**config.mk**
```make
export PLATFORM = sky130hd
export DESIGN_NAME = spigot_e_seq
export DESIGN_NICKNAME = d
export VERILOG_FILES = /design/src/rtl/spigot_e_pkg.sv /design/src/rtl/spigot_e_divu.sv /design/src/rtl/spigot_e_seq.sv
export SDC_FILE = /design/constraint.sdc
export NUM_CORES = 1
export LEC_CHECK = 0
export CAP_MARGIN = 10
export CORE_MARGIN = 2
export CORE_UTILIZATION = 40
export CTS_CLUSTER_SIZE = 30
export DETAILED_ROUTE_END_ITERATION = 10
export PLACE_DENSITY_LB_ADDON = 0.1
export SLEW_MARGIN = 20
export SYNTH_ARGS = -nofsm -noshare
export SYNTH_HDL_FRONTEND = slang
export SYNTH_HIERARCHICAL = 1
export SYNTH_SLANG_ARGS = --single-unit
```
**constraint.sdc**
```tcl
create_clock -name clk -period 4.1 [get_ports clk]
set_input_delay 1.23 -clock clk [delete_from_list [all_inputs] [get_ports clk]]
set_output_delay 1.23 -clock clk [all_outputs]
set_load 0.05 [all_outputs]
```
**src/rtl/spigot_e_pkg.sv**
```systemverilog
// Shared types and constants for the e-digit spigot sequencer.
// The digit encoding helper honours SPIGOT_E_ASCII_EN (ASCII when defined, BCD otherwise).
package spigot_e_pkg;

    typedef enum logic [2:0] {
        IDLE = 3'd0,
        INIT = 3'd1,
        EMIT = 3'd2,
        RD   = 3'd3,
        WAIT = 3'd4,
        DIV  = 3'd5,
        WR   = 3'd6,
        FIN  = 3'd7
    } state_t;

    localparam logic [7:0] ASCII_ZERO = 8'h30;
    localparam logic [3:0] INT_DIGIT  = 4'd2;

    // Maps a decimal value 0..9 onto the byte presented on the digit port.
    function automatic logic [7:0] encode_digit(input logic [3:0] value);
        logic [7:0] enc_s;
`ifdef SPIGOT_E_ASCII_EN
        enc_s = ASCII_ZERO + {4'b0000, value};
`else
        enc_s = {4'b0000, value};
`endif
        return enc_s;
    endfunction

endpackage

```
**src/rtl/spigot_e_divu.sv**
```systemverilog
// Restoring unsigned divider: X_W-bit dividend by ADDR_W-bit divisor, one quotient bit per cycle.
// done pulses once, X_W cycles after start was sampled; quotient/remainder hold until the next start.
module spigot_e_divu #(
    parameter int X_W    = 10,
    parameter int ADDR_W = 7
) (
    input  logic              clk,
    input  logic              rst_n,
    input  logic              start,
    input  logic [X_W-1:0]    dividend,
    input  logic [ADDR_W-1:0] divisor,
    output logic              done,
    output logic [X_W-1:0]    quotient,
    output logic [ADDR_W-1:0] remainder
);

    localparam int CNT_W = $clog2(X_W + 1);

    logic [CNT_W-1:0]  cnt_r;
    logic              busy_r;
    logic              done_r;
    logic [ADDR_W-1:0] div_r;
    logic [ADDR_W-1:0] rem_r;
    logic [X_W-1:0]    quo_r;

    logic [ADDR_W:0]   shifted_s;
    logic [ADDR_W:0]   diff_s;
    logic              ge_s;
    logic [ADDR_W-1:0] rem_nxt_s;

    // Trial subtraction for the current quotient bit.
    always_comb begin
        shifted_s = {rem_r, quo_r[X_W-1]};
        diff_s    = shifted_s - {1'b0, div_r};
        ge_s      = (shifted_s >= {1'b0, div_r});
        if (ge_s) begin
            rem_nxt_s = ADDR_W'(diff_s);
        end else begin
            rem_nxt_s = ADDR_W'(shifted_s);
        end
    end

    // Iteration registers; the dividend register doubles as the quotient shift register.
    always_ff @(posedge clk) begin
        if (!rst_n) begin
            cnt_r  <= '0;
            busy_r <= 1'b0;
            done_r <= 1'b0;
            div_r  <= '0;
            rem_r  <= '0;
            quo_r  <= '0;
        end else if (start) begin
            cnt_r  <= CNT_W'(X_W);
            busy_r <= 1'b1;
            done_r <= 1'b0;
            div_r  <= divisor;
            rem_r  <= '0;
            quo_r  <= dividend;
        end else if (busy_r) begin
            quo_r <= {quo_r[X_W-2:0], ge_s};
            rem_r <= rem_nxt_s;
            cnt_r <= cnt_r - CNT_W'(1);
            if (cnt_r == CNT_W'(1)) begin
                busy_r <= 1'b0;
                done_r <= 1'b1;
            end else begin
                done_r <= 1'b0;
            end
        end else begin
            done_r <= 1'b0;
        end
    end

    assign done      = done_r;
    assign quotient  = quo_r;
    assign remainder = rem_r;

endmodule

```
**src/rtl/spigot_e_seq.sv**
```systemverilog
// Sequencer streaming e's decimal digits via the spigot algorithm over an external single-port RAM.
// Digit encoding is ASCII when SPIGOT_E_ASCII_EN is defined, BCD in the low nibble otherwise.
module spigot_e_seq
    import spigot_e_pkg::*;
#(
    parameter int N_TERMS = 64,
    parameter int ADDR_W  = 7,
    parameter int REM_W   = 7,
    parameter int X_W     = 10
) (
    input  logic              clk,
    input  logic              rst_n,
    input  logic              start,
    input  logic [7:0]        num_digits,
    output logic              busy,
    output logic              done,
    output logic [7:0]        digit,
    output logic              digit_valid,
    input  logic              digit_ready,
    output logic [ADDR_W-1:0] mem_addr,
    output logic              mem_we,
    output logic [REM_W-1:0]  mem_wdata,
    input  logic [REM_W-1:0]  mem_rdata
);

    state_t            state_r,  state_nxt_s;
    logic [ADDR_W-1:0] idx_r,    idx_nxt_s;
    logic [3:0]        carry_r,  carry_nxt_s;
    logic [7:0]        frac_r,   frac_nxt_s;
    logic [7:0]        num_r,    num_nxt_s;
    logic              busy_r,   busy_nxt_s;
    logic              done_r,   done_nxt_s;
    logic [7:0]        digit_r,  digit_nxt_s;
    logic              valid_r,  valid_nxt_s;
    logic [ADDR_W-1:0] addr_r,   addr_nxt_s;
    logic              we_r,     we_nxt_s;
    logic [REM_W-1:0]  wdata_r,  wdata_nxt_s;

    logic              div_start_s;
    logic              div_done_s;
    logic [X_W-1:0]    div_quo_s;
    logic [ADDR_W-1:0] div_rem_s;
    logic [X_W-1:0]    x_s;

    // 10*a + carry built as 8a + 2a + carry.
    assign x_s = X_W'({mem_rdata, 3'b000}) + X_W'({mem_rdata, 1'b0}) + X_W'(carry_r);

    spigot_e_divu #(
        .X_W    (X_W),
        .ADDR_W (ADDR_W)
    ) u_divu (
        .clk       (clk),
        .rst_n     (rst_n),
        .start     (div_start_s),
        .dividend  (x_s),
        .divisor   (idx_r),
        .done      (div_done_s),
        .quotient  (div_quo_s),
        .remainder (div_rem_s)
    );

    // Next-state and next-output logic; every output is registered below.
    always_comb begin
        state_nxt_s = state_r;
        idx_nxt_s   = idx_r;
        carry_nxt_s = carry_r;
        frac_nxt_s  = frac_r;
        num_nxt_s   = num_r;
        busy_nxt_s  = busy_r;
        done_nxt_s  = 1'b0;
        digit_nxt_s = digit_r;
        valid_nxt_s = valid_r;
        addr_nxt_s  = addr_r;
        we_nxt_s    = 1'b0;
        wdata_nxt_s = wdata_r;
        div_start_s = 1'b0;

        case (state_r)
            IDLE: begin
                if (start) begin
                    num_nxt_s   = num_digits;
                    busy_nxt_s  = 1'b1;
                    frac_nxt_s  = 8'd0;
                    idx_nxt_s   = ADDR_W'(2);
                    addr_nxt_s  = ADDR_W'(2);
                    we_nxt_s    = 1'b1;
                    wdata_nxt_s = REM_W'(1);
                    state_nxt_s = INIT;
                end else begin
                    state_nxt_s = IDLE;
                end
            end
            INIT: begin
                if (idx_r == ADDR_W'(N_TERMS)) begin
                    digit_nxt_s = encode_digit(INT_DIGIT);
                    valid_nxt_s = 1'b1;
                    state_nxt_s = EMIT;
                end else begin
                    idx_nxt_s   = idx_r + ADDR_W'(1);
                    addr_nxt_s  = idx_r + ADDR_W'(1);
                    we_nxt_s    = 1'b1;
                    wdata_nxt_s = REM_W'(1);
                end
            end
            EMIT: begin
                if (digit_ready) begin
                    valid_nxt_s = 1'b0;
                    if (frac_r == num_r) begin
                        done_nxt_s  = 1'b1;
                        state_nxt_s = FIN;
                    end else begin
                        carry_nxt_s = 4'd0;
                        idx_nxt_s   = ADDR_W'(N_TERMS);
                        addr_nxt_s  = ADDR_W'(N_TERMS);
                        state_nxt_s = RD;
                    end
                end else begin
                    state_nxt_s = EMIT;
                end
            end
            RD: begin
                state_nxt_s = WAIT;
            end
            WAIT: begin
                div_start_s = 1'b1;
                state_nxt_s = DIV;
            end
            DIV: begin
                if (div_done_s) begin
                    carry_nxt_s = 4'(div_quo_s);
                    addr_nxt_s  = idx_r;
                    we_nxt_s    = 1'b1;
                    wdata_nxt_s = REM_W'(div_rem_s);
                    state_nxt_s = WR;
                end else begin
                    state_nxt_s = DIV;
                end
            end
            WR: begin
                // The write is on the bus this cycle; the final carry is the digit.
                if (idx_r == ADDR_W'(2)) begin
                    digit_nxt_s = encode_digit(carry_r);
                    valid_nxt_s = 1'b1;
                    frac_nxt_s  = frac_r + 8'd1;
                    state_nxt_s = EMIT;
                end else begin
                    idx_nxt_s   = idx_r - ADDR_W'(1);
                    addr_nxt_s  = idx_r - ADDR_W'(1);
                    state_nxt_s = RD;
                end
            end
            FIN: begin
                busy_nxt_s  = 1'b0;
                state_nxt_s = IDLE;
            end
            default: begin
                busy_nxt_s  = 1'b0;
                valid_nxt_s = 1'b0;
                state_nxt_s = IDLE;
            end
        endcase
    end

    // State and output registers.
    always_ff @(posedge clk) begin
        if (!rst_n) begin
            state_r <= IDLE;
            idx_r   <= '0;
            carry_r <= 4'd0;
            frac_r  <= 8'd0;
            num_r   <= 8'd0;
            busy_r  <= 1'b0;
            done_r  <= 1'b0;
            digit_r <= 8'd0;
            valid_r <= 1'b0;
            addr_r  <= '0;
            we_r    <= 1'b0;
            wdata_r <= '0;
        end else begin
            state_r <= state_nxt_s;
            idx_r   <= idx_nxt_s;
            carry_r <= carry_nxt_s;
            frac_r  <= frac_nxt_s;
            num_r   <= num_nxt_s;
            busy_r  <= busy_nxt_s;
            done_r  <= done_nxt_s;
            digit_r <= digit_nxt_s;
            valid_r <= valid_nxt_s;
            addr_r  <= addr_nxt_s;
            we_r    <= we_nxt_s;
            wdata_r <= wdata_nxt_s;
        end
    end

    assign busy        = busy_r;
    assign done        = done_r;
    assign digit       = digit_r;
    assign digit_valid = valid_r;
    assign mem_addr    = addr_r;
    assign mem_we      = we_r;
    assign mem_wdata   = wdata_r;

endmodule

```
; After elaboration in Yosys (flattened, before gate mapping)
; Cells that the tools add are included.
; W data, S select, Z words.
[word_totals]
regBits = 86
output_inout_bits = 26
wordCells = 120
[op_classes]
bitwise = 2
n_mux = 50
eq_ne = 19
magnitude_cmp = 1
add_sub_neg = 7
n_reduce_logical = 22
[ops]
columns = cell, count
row1 = $mux W7, 10
row2 = $pmux W7 S5, 1
row3 = $mux W8, 4
row4 = $pmux W8 S2, 2
row5 = $pmux W7 S4, 1
row6 = $pmux W3 S8, 1
row7 = $pmux W7 S3, 1
row8 = $mux W10, 2
row9 = $mux W4, 5
row10 = $mux W1, 15
row11 = $ne A2 B2 Y1 const B, 7
row12 = $eq A3 B3 Y1 const B, 4
row13 = $reduce_and A4 Y1, 3
row14 = $add A10 B4 Y10, 1
row15 = $add A10 B8 Y10, 1
row16 = $reduce_bool A2 Y1, 5
row17 = $mux W3, 3
row18 = $reduce_and A3 Y1, 3
row19 = $add A8 B1 Y8 const B, 1
row20 = $eq A8 B8 Y1, 1
row21 = $ge A8 B7 Y1, 1
row22 = $pmux W4 S2, 1
row23 = $add A7 B1 Y7 const B, 1
row24 = $eq A7 B2 Y1 const B, 1
row25 = 21 further kinds, 26

; Depth between registers and ports, before layout
[depth]
word_depth = 4
depth_mapped = 13
depth_no_buf = 13

; Modules after synthesis
; The synthesis kept the hierarchy.
[modules_own_cells]
columns = mod, cells_per_inst, n_inst, area_each_um2, seq_area_each_um2
row1 = spigot_e_seq, 370, 1, 3027.9, 1041.0
row2 = spigot_e_divu, 194, 1, 1671.6, 600.6

; Worst setup path before layout
; Ideal clock, no wire load.
[synth_timing]
kind = in2reg
start = input port mem_rdata[0]
end = register u_divu.quo_r[9] (netlist: u_divu/quotient[9])
arrival_ps = 3291
path_slack_ps = 694
setup_ps = 115
path_stages = 12
n_path_buf = 0
path_cell_list = inv_1 fa_1 inv_1 ha_1 a21o_1 a21oi_1 o22ai_1 o41ai_1 xnor2_1 nand2_1 o21ai_0 and2_1
[synth_between]
elab_chain_cells = 3
[synth_lines]
columns = item, line
row1 = start: declaration, spigot_e_seq.sv:23  ; input logic [REM_W-1:0] mem_rdata
row2 = $add A10 B8 Y10, spigot_e_seq.sv:46  ; assign x_s = X_W'({mem_rdata, 3'b000}) + X_W'({mem_rdata, 1'b0}) + X_W'(carry_r);
row3 = $add A10 B4 Y10, spigot_e_seq.sv:46
row4 = via x_s[9], spigot_e_seq.sv:43  ; logic [X_W-1:0] x_s;
row5 = $mux W10, spigot_e_divu.sv:52  ; end else if (start) begin
row6 = end signal: assignment, spigot_e_divu.sv:58  ; quo_r <= dividend;
row7 = end signal: assignment, spigot_e_divu.sv:60  ; quo_r <= {quo_r[X_W-2:0], ge_s};
row8 = end: declaration, spigot_e_divu.sv:24  ; logic [X_W-1:0] quo_r;
; The timed path passes the listed nets, and every way through them passes these cells.
; A chain may end at the register's enable or synchronous reset.

; Final worst setup path
; Same ends and word-level chain as after synthesis.

==> metrics.yaml <==
outcome: "finished, final reports clean"
drt-initial-drc-count: 211
rows: 39
cts_buffers: 9
fin_util_pct: 47.86
gp_congestion: 0.8494
drc: 0
die_area_sq_mm: 0.01263
cpMostUsedCell: "inv_1"
worst_ep_arrival_time_ns: 4.01
slew_viol_final: 0
fin_tns_setup_ns: 0
viasPerCell: 5.230
ys_types: 65
cap_violations: 0
grt_pass1_wl_um: 17320
grt_usage_pct: 16.76
wl_per_cell_um: 13.96
yosys.area.top_type: "dfxtp_1"
grt_setup_unrepaired: "false"
antenna_found_initial: 0
met1_usage_pct: 22.58
clockBufferDepth: 2
whs_ns: 0.4515
post_cts_resized: 0
swShare_pct: 28.23
ys_ff_latch: 82
io_pins: 45
cts-root-buf: "clkbuf_16"
coreArea_sq_mm: 0.01142
chipWidth_um: 112.4
num-fill-cells: 1141
reg2reg_from: "carry_r[3]"
seqPwrFrac_pct: 41.9
synth_enable_flop_cells: 0
cp_max_fo: 2
max_freq_ghz: 0.2653
final_antenna_net_count: 0
synthCells: 564
h-tree-depth: 3
crit_path_start: "mem_rdata[0]"
postCtsHoldBufs: 0
synthesis.area_per_instance_sq_um: 8.332
routed_wl_um: 10330
fp.dieH_um: 112.4
insertion_delay_ns: 0.34
final_cell_mix: "dfxtp_1 (82), nand2_1 (58), a21oi_1 (51), nor2_1 (51), clkdlybuf4s50_1 (40)"
dp_hpwl_um: 7375
use_met2_pct: 26.79
yosys_warnings: 6
hold_class: "reg2reg"
p_int_mw: 1.493
cp-start-kind: "input port"
clock-sinks: 82
leakage_nw: 2.035
synth_top_flop_cell: "dfxtp_1"
critical_path.max_stage_delay_ns: 0.58
num_vias: 3870
synthTopCellsByArea: "dfxtp_1 (35%), ha_1 (7.2%), a21oi_1 (5.4%)"
port-buffer-count: 40
num_antenna_cells: 0
cts_setup_buffers: 0
seq_area_frac_synth_pct: 34.93
post_layout_nonfiller_instances: 740
peakVddDrop_mv: 0.2657
slew_headroom_pct: 48.98
tightest_slew_ns: 0.7643
hold_start: "mem_wdata[4]"
met3_usage_pct: 4.482
skew_ns: 0.004328
nNetsFinal: 641
clkTransAtPathRegs_ns: 0.06
finalCritPeriodShare_pct: 91.94
power_density_mw_per_mm2: 380.6
clkPwrFrac_pct: 39.4
area_growth_pct: 16.29
crit_required_ns: 4.34
end_kind: "flop"
p_sw_mw: 0.5873
overflow: 0
dpl.cell_count: 724
dr.pass1.iters: 5
critical_path_class: "in2reg"
worstPathCellList: "clkdlybuf4s50_1, inv_1, fa_1, inv_1, ha_1, a21o_1, a21oi_1, o22ai_1, o41ai_1, xnor2_1, nand2_1, o21ai_0, and2_1"
hold_violations: 0
async_reset_ff_share_pct: 0
grt.busiest_layer: "met2"
setup_viol: 0
final_common_cell: "dfxtp_1"
cts_tree: "built"
cpMaxStageDelayCell: "fa_1"
synth_area_sq_mm: 0.004700
grt_max_degree: 44
grt_pass1_vias: 3629
fin_crit_ns: 3.770
start_util_pct: 41.16
yosysTopAreaCellShare_pct: 34.93
drive_gt1_share_pct: 6.030
power_frac_comb_pct: 18.8
==> worst paths after layout <==
kind	to	slack [ns]	cells past startpoint
worst max-delay path	u_divu/quotient[9]	0.33	13
worst min-delay path	mem_wdata[4]	0.45	2
worst max register to register	u_divu/quotient[9]	1.37	12
worst min register to register	mem_wdata[4]	0.45	2
==> sequential cells by signal, indices dropped and copies added, names as in the netlist <==
register	cells
u_divu/quotient	10
frac_r	8
num_r	8
idx_r	7
mem_addr	7
mem_wdata	7
u_divu/div_r	7
u_divu/remainder	7
carry_r	4
digit	4
u_divu/cnt_r	4
state_r	3
busy	1
digit_valid	1
done	1
mem_we	1
u_divu/busy_r	1
u_divu/done	1
==> per-layer routing <==
metal  share of wire (%)  vias up
met4                 1.0        0
met1                  49     1768
met3                 4.1       11
li1                    -     2017
met5                   0        -
met2                  46       74
==> per-stage QoR <==
| stage | setup WS [ns] | total power [mW] | instance area (sq um) |
|---|---|---|---|
| finish | 0.3303 | 2.080 | 5465 |
| global route | 0.1550 | 2.183 | 5465 |
| CTS | 0.3560 | 2.108 | 5465 |
| detailed placement | 0.004533 | 1.279 | 5166 |
| global placement | 0.06586 | 1.276 | 5166 |
| floorplan | 0.6937 | 1.172 | 4711 |
==> logic make-up (layout without fill, tap and decap cells) <==
group / count (synthesis) / in the layout / synth area share [%]
AO/OA/AOI/OAI: 125 / 125 / 16.61
XOR/XNOR: 27 / 27 / 5.032
adder cells (fa/ha/maj): 30 / 30 / 8.466
buffers and inverters: 61 / 91 / 6.044
flip-flops: 82 / 82 / 34.93
multiplexers: 23 / 23 / 4.925
other: 1 / 4 / 0.07980
AND/OR/NAND/NOR: 215 / 215 / 23.91
==> cell type report <==
class	count	area, sq um	area share, %
multi-input cells	424	2788	51.01
flip-flops and latches	82	1642	30.04
repair buffers	47	452.9	8.288
clock buffers	14	264.0	4.831
well taps	143	178.9	3.274
inverters	28	105.1	1.923
clock inverters	2	35.03	0.6410
==> power groups by stage <==
stage,combinational (mW),clock [mW],sequential (mW)
3_5_place_dp,0.391,0,0.889
5_1_grt,0.429,0.877,0.877
3_3_place_gp,0.389,0,0.888
4_1_cts,0.393,0.844,0.871
6_report,0.391,0.819,0.871
2_1_floorplan,0.244,0,0.929
==> critical path: cells and delay by family <==
kind / cells / cell delay [ns]
AOI/OAI and AO/OA: 5 / 0.97
adders and majority gates: 2 / 0.87
buffers and inverters: 3 / 0.59
and+or+nand+nor: 2 / 0.23
xor gates and xnor gates: 1 / 0.11
==> cells in the mapped netlist (all sizes together) (3+ instances only) <==
cell type   n
o21ai      27
a22oi       4
nand2      58
and3        5
nor2       53
o21a        4
nor3b       4
a21oi      51
and2       11
nor2b      13
xnor2      15
nor4        4
inv        27
a211oi      6
ha         27
dfxtp      82
and3b       3
nand2b      9
a31o        3
xor2       12
clkbuf     16
buf        17
nand4       5
nand3      26
a31oi       4
mux2i      22
a221oi      4
nor3       14
fa          3
No activity file was read; power rests on OpenSTA's default activity.
